[config.mk]
export PLATFORM = sky130hd
export DESIGN_NAME = simd_result_collector_flat
export DESIGN_NICKNAME = d
export VERILOG_FILES = /design/src/rtl/simd_result_collector_if.sv /design/src/rtl/simd_result_collector.sv /design/src/flat_wrapper.sv
export SDC_FILE = /design/constraint.sdc
export NUM_CORES = 2
export LEC_CHECK = 0
export BUFFER_PORTS_ARGS = -buffer_cell sky130_fd_sc_hd__buf_2
export CORE_ASPECT_RATIO = 2
export CORE_MARGIN = 10
export CORE_UTILIZATION = 40
export CTS_BUF_LIST = sky130_fd_sc_hd__clkbuf_16
export DETAILED_ROUTE_END_ITERATION = 12
export PLACE_DENSITY = 0.65
export RECOVER_POWER = 25
export SYNTH_ARGS = -nofsm -noshare
export SYNTH_HDL_FRONTEND = slang
export SYNTH_SLANG_ARGS = --single-unit
[constraint.sdc]
create_clock -name clk -period 47.9 [get_ports clk]
set_clock_uncertainty 0.2 [all_clocks]
set_input_delay 7.185 -clock clk [delete_from_list [all_inputs] [get_ports clk]]
set_output_delay 7.185 -clock clk [all_outputs]
set_load 0.02 [all_outputs]
[src/rtl/simd_result_collector_if.sv]
// simd_result_collector_if: result return channel toward the memory controller (valid/ready)
interface simd_result_collector_if #(parameter int W = 128);
    logic [W-1:0] mc_data_out_res;
    logic [W-1:0] mc_data_out_extra;
    logic mc_valid;
    logic mc_ready;
    modport master (output mc_data_out_res, mc_data_out_extra, mc_valid, input mc_ready);
    modport slave (input mc_data_out_res, mc_data_out_extra, mc_valid, output mc_ready);
endinterface

[src/rtl/simd_result_collector.sv]
// simd_result_collector: captures per-lane results into a FIFO and returns them over valid/ready
module simd_result_collector #(
    parameter int FIFO_DEPTH = 4,
    parameter int LANE_W = 32
) (
    input  logic clk,
    input  logic reset,
    input  logic start,
    input  logic [5:0] data_size,
    input  logic res_valid,
    input  logic [LANE_W-1:0] out_procc0,
    input  logic [LANE_W-1:0] out_procc1,
    input  logic [LANE_W-1:0] out_procc2,
    input  logic [LANE_W-1:0] out_procc3,
    input  logic [LANE_W-1:0] out_extra_procc0,
    input  logic [LANE_W-1:0] out_extra_procc1,
    input  logic [LANE_W-1:0] out_extra_procc2,
    input  logic [LANE_W-1:0] out_extra_procc3,
    simd_result_collector_if.master mc,
    output logic busy,
    output logic done,
    output logic overflow
);
    localparam int AW = $clog2(FIFO_DEPTH);
    localparam int DW = 4 * LANE_W;
    localparam logic [AW:0] FULL = (AW+1)'(FIFO_DEPTH);
    typedef enum logic [1:0] {IDLE, COLLECT, DRAIN, DONE} state_t;
    state_t state;
    logic [2*DW-1:0] mem [FIFO_DEPTH];
    logic [AW-1:0] wr_ptr, rd_ptr;
    logic [AW:0] count;
    logic [5:0] len, cnt;
    logic push_req, pop, push;
    assign push_req = state == COLLECT && res_valid;
    assign pop = mc.mc_valid && mc.mc_ready;
    // a pop in the same cycle frees the slot a full FIFO needs
    assign push = push_req && (count != FULL || pop);
    assign mc.mc_valid = count != '0;
    assign {mc.mc_data_out_extra, mc.mc_data_out_res} = mem[rd_ptr];
    always_ff @(posedge clk or posedge reset) begin
        if (reset) begin
            state <= IDLE;
            for (int i = 0; i < FIFO_DEPTH; i++) mem[i] <= '0;
            wr_ptr <= '0;
            rd_ptr <= '0;
            count <= '0;
            len <= '0;
            cnt <= '0;
            busy <= 1'b0;
            done <= 1'b0;
            overflow <= 1'b0;
        end else begin
            if (push) begin
                mem[wr_ptr] <= {out_extra_procc3, out_extra_procc2, out_extra_procc1, out_extra_procc0,
                                out_procc3, out_procc2, out_procc1, out_procc0};
                wr_ptr <= wr_ptr + 1'b1;
            end
            if (pop) rd_ptr <= rd_ptr + 1'b1;
            count <= count + (AW+1)'(push) - (AW+1)'(pop);
            if (push_req) cnt <= cnt + 6'd1;
            if (push_req && !push) overflow <= 1'b1;
            case (state)
                IDLE: if (start) begin
                    len <= data_size;
                    cnt <= '0;
                    overflow <= 1'b0;
                    busy <= 1'b1;
                    state <= data_size == '0 ? DRAIN : COLLECT;
                end
                COLLECT: if (push_req && cnt + 6'd1 == len) state <= DRAIN;
                DRAIN: if (count == '0 || (count == 1 && pop)) begin
                    state <= DONE;
                    done <= 1'b1;
                end
                DONE: begin
                    state <= IDLE;
                    done <= 1'b0;
                    busy <= 1'b0;
                end
                default: state <= IDLE;
            endcase
        end
    end
endmodule

[src/flat_wrapper.sv]
// flat-port wrapper written by rule: the top's interface ports become plain ports
module simd_result_collector_flat 
#(
    parameter int FIFO_DEPTH = 4,
    parameter int LANE_W = 32
)
  (clk, reset, start, data_size, res_valid, out_procc0, out_procc1, out_procc2, out_procc3, out_extra_procc0, out_extra_procc1, out_extra_procc2, out_extra_procc3, busy, done, overflow, mc_mc_data_out_res, mc_mc_data_out_extra, mc_mc_valid, mc_mc_ready);
  simd_result_collector_if mc_i ();
  input  logic clk;
  input  logic reset;
  input  logic start;
  input  logic [5:0] data_size;
  input  logic res_valid;
  input  logic [LANE_W-1:0] out_procc0;
  input  logic [LANE_W-1:0] out_procc1;
  input  logic [LANE_W-1:0] out_procc2;
  input  logic [LANE_W-1:0] out_procc3;
  input  logic [LANE_W-1:0] out_extra_procc0;
  input  logic [LANE_W-1:0] out_extra_procc1;
  input  logic [LANE_W-1:0] out_extra_procc2;
  input  logic [LANE_W-1:0] out_extra_procc3;
  output logic busy;
  output logic done;
  output logic overflow;
  output wire logic [$bits(mc_i.mc_data_out_res)-1:0] mc_mc_data_out_res;
  output wire logic [$bits(mc_i.mc_data_out_extra)-1:0] mc_mc_data_out_extra;
  output wire logic [$bits(mc_i.mc_valid)-1:0] mc_mc_valid;
  input wire logic [$bits(mc_i.mc_ready)-1:0] mc_mc_ready;
  assign mc_mc_data_out_res = mc_i.mc_data_out_res;
  assign mc_mc_data_out_extra = mc_i.mc_data_out_extra;
  assign mc_mc_valid = mc_i.mc_valid;
  assign mc_i.mc_ready = mc_mc_ready;
  simd_result_collector #(.FIFO_DEPTH(FIFO_DEPTH), .LANE_W(LANE_W)) u_core (.clk(clk), .reset(reset), .start(start), .data_size(data_size), .res_valid(res_valid), .out_procc0(out_procc0), .out_procc1(out_procc1), .out_procc2(out_procc2), .out_procc3(out_procc3), .out_extra_procc0(out_extra_procc0), .out_extra_procc1(out_extra_procc1), .out_extra_procc2(out_extra_procc2), .out_extra_procc3(out_extra_procc3), .mc(mc_i), .busy(busy), .done(done), .overflow(overflow));
endmodule
Word-level counts from Yosys, hierarchy flattened
Index checks and enable logic that the tools add are counted.
{ "word_totals": {"input_bits": 267, "out_inout_bits": 260, "elab_cells": 73, "regBits": 1048} }
{ "op_classes": {"n_mux": 21, "n_reduce_logical": 20, "n_addsub": 5, "eq_ne": 9, "bitwise": 2, "order_cmp": 3} }
{ "ops": {"columns": ["op", "count"], "rows": [
  ["$bwmux W1024", 1],
  ["$mux W256", 3],
  ["$bmux W256 S2", 1],
  ["$demux W256 S2", 1],
  ["$mux W6", 3],
  ["$mux W2", 4],
  ["$pmux W2 S4", 1],
  ["$logic_and A1 B1 Y1", 7],
  ["$add A6 B1 Y6 const B", 1],
  ["$eq A6 B6 Y1", 1],
  ["$ge A3 B3 Y1 const B", 2],
  ["$logic_not A6 Y1", 1],
  ["$not A2 Y3", 2],
  ["$reduce_and A2 Y1", 3],
  ["$mux W1", 5],
  ["$add A2 B1 Y2 const B", 2],
  ["$eq A2 B2 Y1 const B", 2],
  ["$ne A2 B2 Y1 const B", 2],
  ["$pmux W1 S2", 2],
  ["$reduce_bool A2 Y1", 2],
  ["$add A3 B1 Y3", 1],
  ["$eq A3 B1 Y1 const B", 1],
  ["$logic_not A3 Y1", 1],
  ["$lt A3 B1 Y1 const B", 1],
  ["9 further kinds", 10]
]} }

Longest topological paths before layout
{ "logic_depth": {"depth_word": 9, "ltp_mapped": 9, "mapped_depth_nobuf": 9} }

Least setup slack after synthesis
OpenSTA, ideal clock, no wires.
{ "synth_timing": {"path_type": "reg2out", "start": "register u_core.rd_ptr[1]", "end": "output mc_mc_data_out_res[100]", "arrival_time_ns": 1.727, "path_buffers": 4, "setup_slack_ns": 38.788, "required_ns": 40.515, "stages_incl_launch_ff": 6, "path_cell_list": "dfrtp_1 -> clkbuf_1 -> buf_2 -> clkbuf_1 -> buf_1 -> mux4_2"} }
{ "synth_via": {"elab_chain_cells": 4} }
{ "synth_rtl": {"columns": ["element", "line", "rtl"], "rows": [
  ["start: declaration", "simd_result_collector.sv:30", "logic [AW-1:0] wr_ptr, rd_ptr;"],
  ["start signal: assignment", "simd_result_collector.sv:58", "if (pop) rd_ptr <= rd_ptr + 1'b1;"],
  ["$not A2 Y3 (implied by the code)", "simd_result_collector.sv:39", "assign {mc.mc_data_out_extra, mc.mc_data_out_res} = mem[rd_ptr];"],
  ["$bmux W256 S2", "simd_result_collector.sv:39", null],
  ["$mux W256 (implied by the code) (2 in a row)", "simd_result_collector.sv:39", null],
  ["end: declaration", "flat_wrapper.sv:25", "output wire logic [$bits(mc_i.mc_data_out_res)-1:0] mc_mc_data_out_res;"]
]} }
No other way between the ends. The select of a mux whose other input is x is not followed.

==> results.sh <==
export IMPL_cp_data_arrival_time_ns=17.02
export IMPL_place_worst_setup_slack_ns=35.89
export IMPL_tightestPinTransition_ns=9.53
export IMPL_report_final_setup_viol=0
export IMPL_synth_cell_type_count=31
export IMPL_critPathMaxFanout=188
export IMPL_time_the_final_worst_path_needs_with_i_o_delays_and_setup_ns=18.86
export IMPL_hold_path_class="register to register"
export IMPL_synth_sequential_area_ratio_pct=58.2
export IMPL_cts_htree_levels=3
export IMPL_fin_crit_sh_pct=39.4
export IMPL_worstReg2RegStart="u_core.count[1]"
export IMPL_max_slew_margin_rel_pct=-535
export IMPL_multi_input_comb_area_sq_mm=0.0180
export IMPL_number_of_nets_in_the_synthesized_netlist=2893
export IMPL_max_cap_violations=5
export IMPL_cp_endpoint="u_core.mem[445]"
export IMPL_clock_tree_from_tritoncts="yes"
export IMPL_clk_latency_ns=0.67
export IMPL_commonest_cells_after_routing_fill_and_taps_aside="sky130_fd_sc_hd__dfrtp_1 (1046), sky130_fd_sc_hd__mux2_1 (1025), sky130_fd_sc_hd__buf_2 (524)"
export IMPL_die_x_um=257
export IMPL_chipHeight_um=495
export IMPL_floorplan_die_area_sq_mm=0.127
export IMPL_status="complete, but fails checks"
export IMPL_clock_sink_count=1048
export IMPL_tritoncts_num_buffers=97
export IMPL_post_cts_repair_setup_buffers=0
export IMPL_globalRoute_totalOverflow=0
export IMPL_drtAntennaViolNets=0
export IMPL_path_clk_slew_ns=0.06
export IMPL_fin_util_pct=46.5
export IMPL_endpoint_of_the_lowest_slack_register_to_register_path="u_core.mem[866]"
export IMPL_synthAdderAreaFrac_pct=0.350
export IMPL_hold_bufs_at_cts=0
export IMPL_dr_pass1_iters=5
export IMPL_area_growth_syn_to_layout_pct=15.6
export IMPL_drcViolationCount=0
export IMPL_syn_area_sq_mm=0.0451
export IMPL_failing_checks="max-capacitance violations, max-slew violations"
export IMPL_commonest_non_fill_non_tap_cell_in_the_layout="sky130_fd_sc_hd__dfrtp_1"
export IMPL_floorplan_io_pins=527
export IMPL_final_critical_path_setup_slack_ns=29.04
export IMPL_crit_path_max_incr_delay_ns=6.83
export IMPL_totalNegativeSetupSlack_ns=0
export IMPL_cts_resized_gates=0
export IMPL_postSynthAreaPerCell_sq_um=17.3
export IMPL_finalNetCount=3379
export IMPL_crit_type="primary input to asynchronous set/reset pin"
export IMPL_grt_first_pass_wirelength_um=173000
export IMPL_floorplan_initialDensity_pct=40.2
export IMPL_yosys_area_share_xor_xnor_pct=0.344
export IMPL_leakagePower_nw=23.7
export IMPL_total_of_buffers_placed_on_input_and_output_ports=526
export IMPL_seqCellArea_sq_mm=0.0262
export IMPL_placementRows=174
export IMPL_hpwl_um=73400
export IMPL_routed_wire_length_per_instance_um=23.6
export IMPL_timing_critical_path_to_type="asynchronous set/reset pin"
export IMPL_grt_max_degree=189
export IMPL_filler_cell_count=9701
export IMPL_synth_simple_gate_area_share_pct=0.558
export IMPL_cpMaxStageDelayCell="sky130_fd_sc_hd__clkbuf_1"
export IMPL_reg2regPathDepth=6
export IMPL_globalplace_congestion=0.764
export IMPL_cp_cell_sequence="buf_2 > clkinvlp_2 > clkbuf_1"
export IMPL_core_area_sq_mm=0.112
export IMPL_critPathLaunchType="primary input"
export IMPL_slew_viol_final=577
export IMPL_main_combinational_cell_family_by_area_after_synthesis="multiplexers"
export IMPL_synth_cells=2614
export IMPL_critPathLaunch="reset"
export IMPL_cts_root_to_sink_buffers=3
export IMPL_antenna_found_initial=44
export IMPL_synthMuxAreaShare_pct=38.4
export IMPL_power_density_mw_per_mm2=75.4
export IMPL_grt_pass1_vias=27500
export IMPL_vdd_ir_drop_max_mv=0.0551
export IMPL_viasPerCell=5.30
export IMPL_yosysWarningCount=0
export IMPL_ffs_latches_synth=1048
export IMPL_cts_root_buffer="sky130_fd_sc_hd__clkbuf_16"
export IMPL_groute_usage_overall_pct=17.4
export IMPL_grt_setup_unrepaired="false"
export IMPL_synth_compound_area_share_pct=0.197
export IMPL_hold_path_depth=1
export IMPL_hold_viol=0
export IMPL_required_ns=46.06
export IMPL_reg2reg_setup_slack_ns=42.87
export IMPL_clock_fmax_mhz=53.0
export IMPL_dr_first_iter_drc_count=1106
export IMPL_vias=24800
export IMPL_final_layout_size_suffix_gt1_share_pct=30.0
export IMPL_total_length_of_routed_wires_um=110000
[worst max-delay path: cells and delay by family]
| kind | cells | cell delay [ns] |
|---|---|---|
| buffers and inverters | 3 | 9.50 |
[kinds of logic after synthesis]
kind of cell,count (synthesis)
xor gates and xnor gates,16
and+or+nand+nor,53
DFF,1048
adders and majority gates,12
AOI/OAI and AO/OA,15
muxes,1284
buffers and inverters,186
[power breakdown]
part	switching [mW]	internal [mW]
Sequential	0.241	1.33
Clock	0.340	0.419
Combinational	0.844	0.765
Total	1.43	2.51
[layout make-up]
class                           count  share of cell area [%]
Sequential cell                  1048                    50.3
Multi-Input combinational cell   1380                    34.5
Antenna cell                        7                  0.0336
Clock inverter                     79                    1.13
Timing Repair Buffer              558                    5.55
Inverter                           15                   0.110
Tap cell                         1496                    3.59
Clock buffer                       99                    4.75
[sequential cells by signal, summed over array words and instances, names as in the netlist]
signal and cells:
u_core.busy 1, u_core.len 6, u_core.done 1, u_core.rd_ptr 2, u_core.mem 1024, u_core.state 2
u_core.count 3, u_core.cnt 6, u_core.overflow 1, u_core.wr_ptr 2
[how the worst min path moves through the flow]
stage / start / end / slack, ns
after floorplan: u_core.len[2] / u_core.len[2] / 0.26
after global placement: u_core.mem[702] / u_core.mem[702] / 0.27
after detailed placement: u_core.len[2] / u_core.len[2] / 0.27
after CTS: u_core.mem[287] / u_core.mem[287] / 0.29
after global routing: u_core.mem[287] / u_core.mem[287] / 0.30
final: u_core.mem[287] / u_core.mem[287] / 0.28
[per-layer routing]
layer / vias up / routed length, um / track usage (%)
met1: 13300 / 45000 / 21.1
met2: 599 / 54100 / 29.0
met5: - / 402 / 0
met3: 183 / 8870 / 6.20
li1: 10700 / - / -
met4: 62 / 2080 / 4.58
[metrics by stage]
| stage | hold WS, ns | power (mW) | instances | cell area, sq um |
|---|---|---|---|---|
| after floorplan | 0.257 | 2.67 | 2614 | 45100 |
| after global placement | 0.268 | 3.19 | 4497 | 49100 |
| after detailed placement | 0.274 | 3.23 | 4497 | 49100 |
| after CTS | 0.290 | 4.01 | 4675 | 52200 |
| after global routing | 0.297 | 4.18 | 4679 | 52100 |
| final | 0.284 | 3.93 | 4682 | 52100 |
[cells in the mapped netlist]
cell type | number | area share [%]
sky130_fd_sc_hd__buf_1 | 12 | 0.10
sky130_fd_sc_hd__nor4_2 | 1 | 0.028
sky130_fd_sc_hd__dfrtp_1 | 1048 | 58
sky130_fd_sc_hd__mux2_1 | 1025 | 26
sky130_fd_sc_hd__nand3_1 | 3 | 0.033
sky130_fd_sc_hd__nor4b_2 | 1 | 0.033
sky130_fd_sc_hd__nor2_1 | 4 | 0.033
sky130_fd_sc_hd__or3_1 | 3 | 0.042
sky130_fd_sc_hd__o21a_1 | 1 | 0.017
sky130_fd_sc_hd__xnor2_1 | 12 | 0.23
sky130_fd_sc_hd__a222oi_1 | 1 | 0.022
sky130_fd_sc_hd__o21ai_1 | 2 | 0.022
sky130_fd_sc_hd__mux2i_1 | 3 | 0.067
sky130_fd_sc_hd__xor2_1 | 3 | 0.058
sky130_fd_sc_hd__and2_1 | 3 | 0.042
sky130_fd_sc_hd__a211oi_1 | 1 | 0.017
sky130_fd_sc_hd__a21oi_1 | 4 | 0.044
sky130_fd_sc_hd__inv_1 | 15 | 0.12
sky130_fd_sc_hd__fa_1 | 1 | 0.044
sky130_fd_sc_hd__o21ai_0 | 5 | 0.055
sky130_fd_sc_hd__o2111ai_1 | 1 | 0.019
sky130_fd_sc_hd__nor2_2 | 1 | 0.014
sky130_fd_sc_hd__clkbuf_1 | 12 | 0.10
sky130_fd_sc_hd__ha_1 | 11 | 0.31
sky130_fd_sc_hd__nor3_1 | 3 | 0.033
sky130_fd_sc_hd__nor4b_1 | 1 | 0.019
sky130_fd_sc_hd__buf_2 | 147 | 1.6
sky130_fd_sc_hd__nand2_1 | 32 | 0.27
sky130_fd_sc_hd__mux4_2 | 256 | 13
sky130_fd_sc_hd__xor3_1 | 1 | 0.053
sky130_fd_sc_hd__nand2_2 | 1 | 0.014
Note: power is estimated with default switching activity, not from simulation.
